[config.mk]
export PLATFORM = sky130hd
export DESIGN_NAME = elevator_ctrl
export DESIGN_NICKNAME = d
export VERILOG_FILES = /design/src/rtl/elevator_ctrl.sv
export SDC_FILE = /design/constraint.sdc
export NUM_CORES = 1
export LEC_CHECK = 0
export BUFFER_PORTS_ARGS = -buffer_cell sky130_fd_sc_hd__buf_2
export CAP_MARGIN = 25
export CORE_UTILIZATION = 50
export CTS_CLUSTER_SIZE = 8
export DETAILED_ROUTE_END_ITERATION = 10
export PLACE_DENSITY = 0.68
export SETUP_SLACK_MARGIN = 0.1
export SLEW_MARGIN = 15
export SYNTH_ARGS = -nofsm -noshare
export SYNTH_HDL_FRONTEND = slang
export SYNTH_SLANG_ARGS = --single-unit
[constraint.sdc]
create_clock -name CK -period 3.5 [get_ports CK]
set_clock_uncertainty 0.15 [all_clocks]
set_input_delay 0.525 -clock CK [delete_from_list [all_inputs] [get_ports CK]]
set_output_delay 0.525 -clock CK [all_outputs]
set_load 0.02 [all_outputs]
[src/rtl/elevator_ctrl.sv]
// Four-floor elevator controller: latches floor calls, keeps moving in the current
// direction while calls remain ahead, and opens the door when it reaches a called floor.
module elevator_ctrl #(
    parameter int TRAVEL_CYC = 4,
    parameter int DOOR_CYC   = 3
) (
    input  logic       CK,
    input  logic       CLR,
    input  logic [3:0] REQ,
    output logic [1:0] FLOOR,
    output logic       UP,
    output logic       DOWN,
    output logic       DOOR_OPEN,
    output logic [3:0] PENDING
);

    typedef enum logic [1:0] {
        IDLE    = 2'd0,
        MOVE_UP = 2'd1,
        MOVE_DN = 2'd2,
        DOOR    = 2'd3
    } state_t;

    localparam logic [7:0] TRAVEL_LOAD = 8'(TRAVEL_CYC - 1);
    localparam logic [7:0] DOOR_LOAD   = 8'(DOOR_CYC - 1);
    localparam logic       DIR_UP      = 1'b1;
    localparam logic       DIR_DN      = 1'b0;

    state_t     state, state_nxt;
    logic [1:0] floor_q, floor_nxt;
    logic [3:0] pending_q, pending_nxt;
    logic       dir_q, dir_nxt;
    logic [7:0] travel_cnt, travel_nxt;
    logic [7:0] door_cnt, door_nxt;

    logic [3:0] floor_bit;
    logic [3:0] above_mask;
    logic [3:0] below_mask;
    logic [3:0] further_up_mask;
    logic [3:0] further_dn_mask;
    logic [1:0] floor_up;
    logic [1:0] floor_dn;
    logic [3:0] door_clear;
    logic       call_above;
    logic       call_below;

    // Call masks are relative to the current floor; "further" masks look past the next floor.
    assign floor_bit       = 4'b0001 << floor_q;
    assign above_mask      = 4'b1110 << floor_q;
    assign below_mask      = ~(above_mask | floor_bit);
    assign further_up_mask = 4'b1100 << floor_q;
    assign further_dn_mask = (floor_bit >> 1) - 4'd1;
    assign floor_up        = floor_q + 2'd1;
    assign floor_dn        = floor_q - 2'd1;
    assign call_above      = |(pending_q & above_mask);
    assign call_below      = |(pending_q & below_mask);

    always_ff @(posedge CK or posedge CLR) begin
        if (CLR) begin
            state      <= IDLE;
            floor_q    <= 2'd0;
            pending_q  <= 4'b0000;
            dir_q      <= DIR_UP;
            travel_cnt <= 8'd0;
            door_cnt   <= 8'd0;
        end else begin
            state      <= state_nxt;
            floor_q    <= floor_nxt;
            pending_q  <= pending_nxt;
            dir_q      <= dir_nxt;
            travel_cnt <= travel_nxt;
            door_cnt   <= door_nxt;
        end
    end

    always_comb begin
        state_nxt  = state;
        floor_nxt  = floor_q;
        dir_nxt    = dir_q;
        travel_nxt = travel_cnt;
        door_nxt   = door_cnt;

        case (state)
            IDLE: begin
                // A call at the current floor opens the door at once, so it never latches.
                if (pending_q[floor_q] || REQ[floor_q]) begin
                    state_nxt = DOOR;
                    door_nxt  = DOOR_LOAD;
                end else if (call_above && (dir_q == DIR_UP || !call_below)) begin
                    state_nxt  = MOVE_UP;
                    dir_nxt    = DIR_UP;
                    travel_nxt = TRAVEL_LOAD;
                end else if (call_below) begin
                    state_nxt  = MOVE_DN;
                    dir_nxt    = DIR_DN;
                    travel_nxt = TRAVEL_LOAD;
                end
            end

            MOVE_UP: begin
                if (floor_q == 2'd3) begin
                    state_nxt = IDLE;
                end else if (travel_cnt != 8'd0) begin
                    travel_nxt = travel_cnt - 8'd1;
                end else begin
                    floor_nxt = floor_up;
                    if (pending_q[floor_up]) begin
                        state_nxt = DOOR;
                        door_nxt  = DOOR_LOAD;
                    end else if (|(pending_q & further_up_mask)) begin
                        travel_nxt = TRAVEL_LOAD;
                    end else begin
                        state_nxt = IDLE;
                    end
                end
            end

            MOVE_DN: begin
                if (floor_q == 2'd0) begin
                    state_nxt = IDLE;
                end else if (travel_cnt != 8'd0) begin
                    travel_nxt = travel_cnt - 8'd1;
                end else begin
                    floor_nxt = floor_dn;
                    if (pending_q[floor_dn]) begin
                        state_nxt = DOOR;
                        door_nxt  = DOOR_LOAD;
                    end else if (|(pending_q & further_dn_mask)) begin
                        travel_nxt = TRAVEL_LOAD;
                    end else begin
                        state_nxt = IDLE;
                    end
                end
            end

            DOOR: begin
                if (REQ[floor_q]) begin
                    door_nxt = DOOR_LOAD;
                end else if (door_cnt == 8'd0) begin
                    state_nxt = IDLE;
                end else begin
                    door_nxt = door_cnt - 8'd1;
                end
            end

            default: state_nxt = IDLE;
        endcase

        // Being in or entering DOOR at a floor both blocks and clears that floor's call.
        door_clear  = (state_nxt == DOOR) ? (4'b0001 << floor_nxt) : 4'b0000;
        pending_nxt = (pending_q | REQ) & ~door_clear;
    end

    assign FLOOR     = floor_q;
    assign PENDING   = pending_q;
    assign UP        = (state == MOVE_UP);
    assign DOWN      = (state == MOVE_DN);
    assign DOOR_OPEN = (state == DOOR);

endmodule

# == Word-level counts from Yosys, hierarchy flattened ==
# Index checks and enable logic that the tools add are counted.
# word_totals
reg_bits,25
in_bits,6
output_inout_bits,9
wordCells,116
# classes
n_addsub,5
n_lt_le_gt_ge,3
eq_ne,19
shifts,4
muxes,52
n_bitwise,10
n_reduce_logical,17
# ops
operator,count
8-bit 2-to-1 mux,20
2-bit 2-to-1 mux,17
8-bit case mux with 4 select lines,1
8-bit case mux with 3 select lines,1
4-bit AND,5
4-bit OR reduction,4
8-bit by 1-bit subtractor with 8-bit output (second input constant),2
2-bit != test (second input constant),6
3-bit != test (second input constant),4
2-bit by 3-bit less-than comparator with 1-bit output (second input constant),3
9-bit AND reduction,1
1-bit binary-select mux with 2-bit select,4
2-bit == test (second input constant),4
8-bit zero test,1
4-bit NOT,2
4-bit OR,2
2-bit case mux with 4 select lines,1
8-bit AND reduction,1
8-bit nonzero test,1
1-bit by 2-bit << shifter with 4-bit output (first input constant),2
4-bit by 2-bit << shifter with 4-bit output (first input constant),2
1-bit 2-to-1 mux,6
3-bit by 1-bit != test with 1-bit output (second input constant),2
2-bit zero test,2
other kinds (14),16

# == Longest topological paths before layout ==
# Gate-level depths: netlist of run 1.
# logic_depth
ltp_word,15
mapped_depth,10
depth_no_buf,9

# == Worst setup path after synthesis of run 1 ==
# Ideal clock, no wire load.
# synth_path
kind,register -> register
from,register floor_q[0] (netlist: FLOOR[0])
to,register travel_cnt[3]
setup_ns,0.134
arrival_time_ns,2.502
t_required_ns,3.216
slack_ns,0.715
path_stages_with_launch,10
path_buffers,1
synth_period_minus_slack_ns,2.785
path_cell_list,dfrtp_1 > buf_6 > inv_1 > ha_1 > mux4_2 > a21o_1 > a32o_2 > nor4b_4 > xnor2_1 > nor2_1
# synth_via
elab_chain_cells,11
elab_cells_between_ends,42
cone_classes,3 x add/sub; 9 x eq/ne; 3 x shift; 11 x mux; 6 x bitwise; 10 x reduce/logical
# synth_lines
element,line_no,rtl
start: declaration,30,"logic [1:0] floor_q, floor_nxt;"
start signal: assignment,68,floor_q <= floor_nxt;
4-bit by 2-bit << shifter with 4-bit output / 1-bit by 2-bit << shifter with 4-bit output (equally long branches),"49, 48",
4-bit OR,50,assign below_mask = ~(above_mask | floor_bit);
4-bit NOT,50,
4-bit AND,56,assign call_below = |(pending_q & below_mask);
4-bit OR reduction,56,
1-bit zero test,89,end else if (call_above && (dir_q == DIR_UP || !call_below)) begin
1-bit logical OR,89,
1-bit logical AND,89,
8-bit 2-to-1 mux,89,
8-bit 2-to-1 mux,86,if (pending_q[floor_q] || REQ[floor_q]) begin
8-bit case mux with 3 select lines,83,case (state)
end signal: assignment,71,travel_cnt <= travel_nxt;
end: declaration,33,"logic [7:0] travel_cnt, travel_nxt;"
# Parallel ways exist; a longest one is shown, timed or not. The select of a mux whose other input is x is not followed.
# A chain may end at the register's enable or synchronous reset.

# == Worst setup path after layout of run 1 ==
# layout_path
from,register floor_q[1] (netlist: FLOOR[1])
to,register travel_cnt[3]
# Same word-level chain as after synthesis.

==> flow_summary.json, run 1 <==
{
  "status": "complete, no violations",
  "cts_hold_buf": 0,
  "num_vias": 1600,
  "syn_nets": 227,
  "num_io_pins": 15,
  "wirelength_um": 3990,
  "cts_buffers": 3,
  "finalSetupTns_ps": 0,
  "setup_slack_ps": 627,
  "dp_hpwl_um": 2910,
  "portBuffers": 14,
  "fin_area_um2": 2090,
  "fin_nets": 247,
  "root_buffer": "clkbuf_8",
  "h-tree-depth": 1,
  "dp.cells": 270,
  "drc_errors": 0,
  "yosysSeqAreaShare_pct": 33.1,
  "fmaxAchievable_ghz": 0.348,
  "synth_area_leaders": "dfrtp_1 32%, ha_1 8.6%, o21ai_0 5.3%",
  "synthTopCellsByCount": "24 x dfrtp_1, 20 x nor2_1, 20 x o21ai_0",
  "rows": 22,
  "hold_ws_ps": 110,
  "ir_drop_v": 0.000416,
  "antenna_cells": 0,
  "ys_types": 49,
  "synth-async-reset-ratio_pct": 100,
  "final_util_pct": 57.0,
  "drtIter0Drc": 83,
  "setup_viol": 0,
  "slew-limit-headroom_pct": 51.7,
  "clk_pin_slew_ps": 90,
  "power_mw": 1.92,
  "gp_congestion": 0.943,
  "finalHoldViolCount": 0,
  "rsz0062_at_grt": "no",
  "yosysTopAreaCellShare_pct": 31.7,
  "die_w_um": 63.6,
  "antenna_left": 0,
  "cts_resized": 0,
  "crit_path_start_kind": "flip-flop",
  "stdcell_count": 275,
  "antenna_found_initial": 0,
  "synth_cells": 208,
  "cellLeakagePower_nw": 0.932,
  "chipHeight_um": 63.6,
  "synth_edf_count": 0,
  "hold_class": "input pin to async pin",
  "grt_pass1_wl_um": 6930,
  "syn_to_final_growth_pct": 10.2,
  "nFillCells": 325,
  "clock-sinks": 25,
  "crit_type": "flip-flop to flip-flop",
  "start_util_pct": 51.8,
  "grt_pass1_vias": 1496,
  "synth_top_flop_cell": "dfrtp_1",
  "design.core.area_um2": 3660,
  "critPathCaptureType": "flip-flop",
  "synth_top_area_cell": "dfrtp_1",
  "drive_above_1_share_pct": 15.4,
  "grtUsageTotal_pct": 21.8,
  "rr_worst_depth": 8,
  "layout_min_cycle_time_ps": 2870,
  "via_per_inst": 5.82,
  "grt_max_degree": 26,
  "crit_fanout": 9,
  "syn_area_per_cell_um2": 9.11,
  "fin_crit_sh_pct": 82.1,
  "wl_per_cell_um": 14.5,
  "ys_seq_elements": 25,
  "required_ps": 3500,
  "cts_tree": "yes",
  "max_cap_viol_count": 0,
  "synth_most_common_cell": "dfrtp_1",
  "powerDensity_nw_per_um2": 919,
  "pre_cts_slack_ps": 647,
  "worstMarginPinSlew_ps": 717,
  "synth.cell_area_um2": 1900,
  "cts_max_path_buffers": 2,
  "crit_arrival_ps": 2870,
  "drv_slew": 0,
  "placed_area_um2": 2030,
  "clock_latency_ps": 280,
  "dieArea_um2": 4040,
  "yosysWarningCount": 0,
  "overflow": 0,
  "cts_setup_buffers": 0,
  "drt_pass1_iterations": 4
}
## state kept, by name, summed over array words and instances (netlist names)
| register | count |
|---|---|
| travel_cnt | 8 |
| FLOOR | 2 |
| PENDING | 4 |
| door_cnt | 8 |
| dir_q | 1 |
| state | 2 |
## worst max-delay path: stages, from the launching register on
cell and delay (ps):
dfrtp_1 530, inv_1 160, ha_1 390, mux4_2 530, a21o_1 180, a22oi_1 180, nor2_1 70, a211oi_2 430
nor2_1 100
## cell usage in the layout, fill, tap and decap left out, drive strengths merged, types with 3 or more instances in the layout
master / n
nor2b: 6
inv: 15
nand3: 5
nand2: 12
nor3: 6
ha: 13
dfrtp: 24
a21oi: 8
buf: 18
o21ai: 21
mux2i: 5
o32a: 4
nor2: 20
nand2b: 13
nor4: 5
a22oi: 4
clkbuf: 3
xnor2: 6
mux4: 4
## area by class of cell
class                   instances  area, um^2  area share [%]
well taps                      48        60.1            2.88
clock inverters                 1        5.00           0.240
repair buffers                 18         108            5.15
multi-input cells             165        1190            57.0
flip-flops and latches         25         627            30.0
inverters                      15        56.3            2.70
clock buffers                   3        41.3            1.98
## power by group
part,total [mW],internal [mW],switching (mW)
clock network,0.178,0.0800,0.0983
logic,1.22,0.508,0.714
registers,0.519,0.396,0.123
## worst paths after layout
kind                             start            end  slack [ps]
max                           FLOOR[1]  travel_cnt[3]         630
min                                CLR    door_cnt[7]         110
max in group asynchronous          CLR  travel_cnt[0]        2620
min in group CK                 REQ[2]     PENDING[2]         350
max reg2reg                   FLOOR[1]  travel_cnt[3]         630
min reg2reg                door_cnt[1]    door_cnt[1]         360
## per-layer routing
layer / part of all wire, % / track usage (%)
met3: 3.4 / 3.08
met5: 0 / 0
met4: 1.4 / 7.95
met1: 51 / 30.4
met2: 44 / 33.9
## cells by family (layout without fill, tap and decap cells)
kind of cell	after synthesis	count (layout)	synth area share, %
compound gates	56	56	20.5
xor+xnor	6	6	2.77
fa+ha+maj	13	13	8.58
buf+inv	18	37	4.09
flops	25	25	33.1
mux	9	9	7.59
simple gates	81	81	23.4
(Power assumes the default switching activity.)
==> inputs of run 2 (changes only) <==
- PLACE_DENSITY: 0.68 -> 0.71
- clock period: 3.5 -> 2.4 ns (I/O delays scaled with it)
==> flow_summary.json, run 2 (same netlist as run 1, synthesis figures left out) <==
{
  "powerDensity_nw_per_um2": 1410,
  "worstMarginPinSlew_ps": 487,
  "crit_fanout": 7,
  "dieArea_um2": 4040,
  "ir_drop_v": 0.000770,
  "clock-sinks": 25,
  "hold_class": "input pin to flip-flop",
  "setup_slack_ps": -35.7,
  "start_util_pct": 51.8,
  "p_switching_mw": 1.70,
  "drv_slew": 0,
  "via_per_inst": 5.92,
  "clk_pin_slew_ps": 90,
  "root_buffer": "clkbuf_8",
  "final_common_cell": "buf_4",
  "swShare_pct": 46.9,
  "crit_type": "flip-flop to flip-flop",
  "cts_max_path_buffers": 2,
  "status": "finished with violations",
  "fin_area_um2": 2570,
  "clock_latency_ps": 280,
  "power_frac_seq_pct": 20.8,
  "cts_buffers": 3,
  "grtUsageTotal_pct": 26.7,
  "slowest_stage": "mux4_2",
  "syn_to_final_growth_pct": 35.4,
  "dp_hpwl_um": 3370,
  "wirelength_um": 5090,
  "max_cap_viol_count": 0,
  "required_ps": 2430,
  "drtIter0Drc": 115,
  "crit_path_start_kind": "flip-flop",
  "critPathCaptureType": "flip-flop",
  "min_from": "REQ[1]",
  "die_w_um": 63.6,
  "fin_nets": 283,
  "violations": "setup timing",
  "portBuffers": 14,
  "nFillCells": 278,
  "slew-limit-headroom_pct": 67.4,
  "drive_above_1_share_pct": 39.2,
  "grt_pass1_vias": 1803,
  "num_vias": 1842,
  "setup_viol": 4,
  "power.internal_mw": 1.92,
  "grt_pass1_wl_um": 8390,
  "drt_pass1_iterations": 4,
  "path_cells": "inv_4, ha_4, mux4_2, a21o_1, a32o_2, nor4b_4, xnor2_1, nor2_1",
  "chipHeight_um": 63.6,
  "antenna_left": 0,
  "cts_tree": "yes",
  "fin_crit_sh_pct": 101,
  "rows": 22,
  "num_io_pins": 15,
  "cellLeakagePower_nw": 1.13,
  "power_mw": 3.61,
  "grt_max_degree": 16,
  "pwr-share-comb_pct": 71.9,
  "crit_arrival_ps": 2470,
  "placed_area_um2": 2280,
  "critPathBufInv": 1,
  "worstSetupStartpoint": "FLOOR[0]",
  "design.core.area_um2": 3660,
  "final_cell_mix": "34 x buf_4, 22 x dfrtp_1, 20 x nor2_1",
  "antenna_cells": 0,
  "critPathMaxStageDelay_ps": 500,
  "drc_errors": 0,
  "overflow": 0,
  "gp_congestion": 0.922,
  "path_delay_family": "multiplexers",
  "rsz0062_at_grt": "yes",
  "clkPwrFrac_pct": 7.4,
  "rr_startpoint": "FLOOR[0]",
  "wl_per_cell_um": 16.4,
  "antenna_found_initial": 0,
  "h-tree-depth": 1,
  "fmaxAchievable_ghz": 0.411,
  "layout_min_cycle_time_ps": 2440,
  "finalHoldViolCount": 0
}
==> run 2: area by class of cell <==
type                            instances  area [um^2]  area share (%)
Clock buffer                            3         41.3            1.61
Multi-Input combinational cell        166         1390            54.1
Sequential cell                        25          629            24.5
Inverter                               15         58.8            2.29
Timing Repair Buffer                   53          380            14.8
Tap cell                               48         60.1            2.34
Clock inverter                          1         7.51           0.293
==> run 2: final timing paths <==
check / slack (ps) / to / cells past startpoint
max: -40 / travel_cnt[3] / 8
min: 200 / PENDING[1] / 2
max reg2reg: -40 / travel_cnt[3] / 8
min reg2reg: 360 / door_cnt[1] / 1
max in group asynchronous: 980 / dir_q / 4
min in group asynchronous: 480 / travel_cnt[5] / 3
==> run 2: worst reg2reg max path: cells and delay by family, from the launching register on <==
| family | cells | cell delay, ps |
|---|---|---|
| adder cells (fa/ha/maj) | 1 | 270 |
| flip-flops | 1 | 430 |
| AND/OR/NAND/NOR | 2 | 310 |
| AO/OA/AOI/OAI | 2 | 470 |
| buffers and inverters | 1 | 50 |
| XOR/XNOR | 1 | 150 |
| multiplexers | 1 | 500 |
==> run 2: metal layers <==
metal | vias to the layer above | GRT usage, % | part of all wire [%] | wire length, um
met5 | - | 0 | 0 | 0
met4 | 0 | 9.66 | 1.8 | 93
met3 | 12 | 5.62 | 6.5 | 331
met2 | 67 | 42.6 | 47 | 2410
met1 | 883 | 35.5 | 44 | 2250
li1 | 880 | - | - | -
==> run 2: metrics by stage <==
stage	setup WS [ps]	setup TNS, ps	hold WS, ps	util, %	std cells
floorplan	-179	-1360	236	-	208
CTS	0.136	0	201	66.5	305
detailed placement	-67.8	-397	258	62.3	297
global placement	-44.2	-209	266	62.3	297
finish	-35.7	-82.9	201	70.1	311
global route	-122	-621	198	70.1	311
==> run 2: what timing repair did <==
action	CTS	global route
gates cloned	1	0
setup endpoints to repair	17	22
pin swaps	12	10
gates resized for setup	16	21
hold buffers	1	0
setup buffers	3	6
endpoints found under the hold margin	12	0
==> run 2: power groups by stage <==
stage	clock, mW	sequential, mW	combinational, mW
finish	0.266	0.750	2.60
global route	0.290	0.771	2.81
CTS	0.274	0.736	2.31
detailed placement	0	0.741	2.15
global placement	0	0.736	2.12
floorplan	0	0.758	1.46
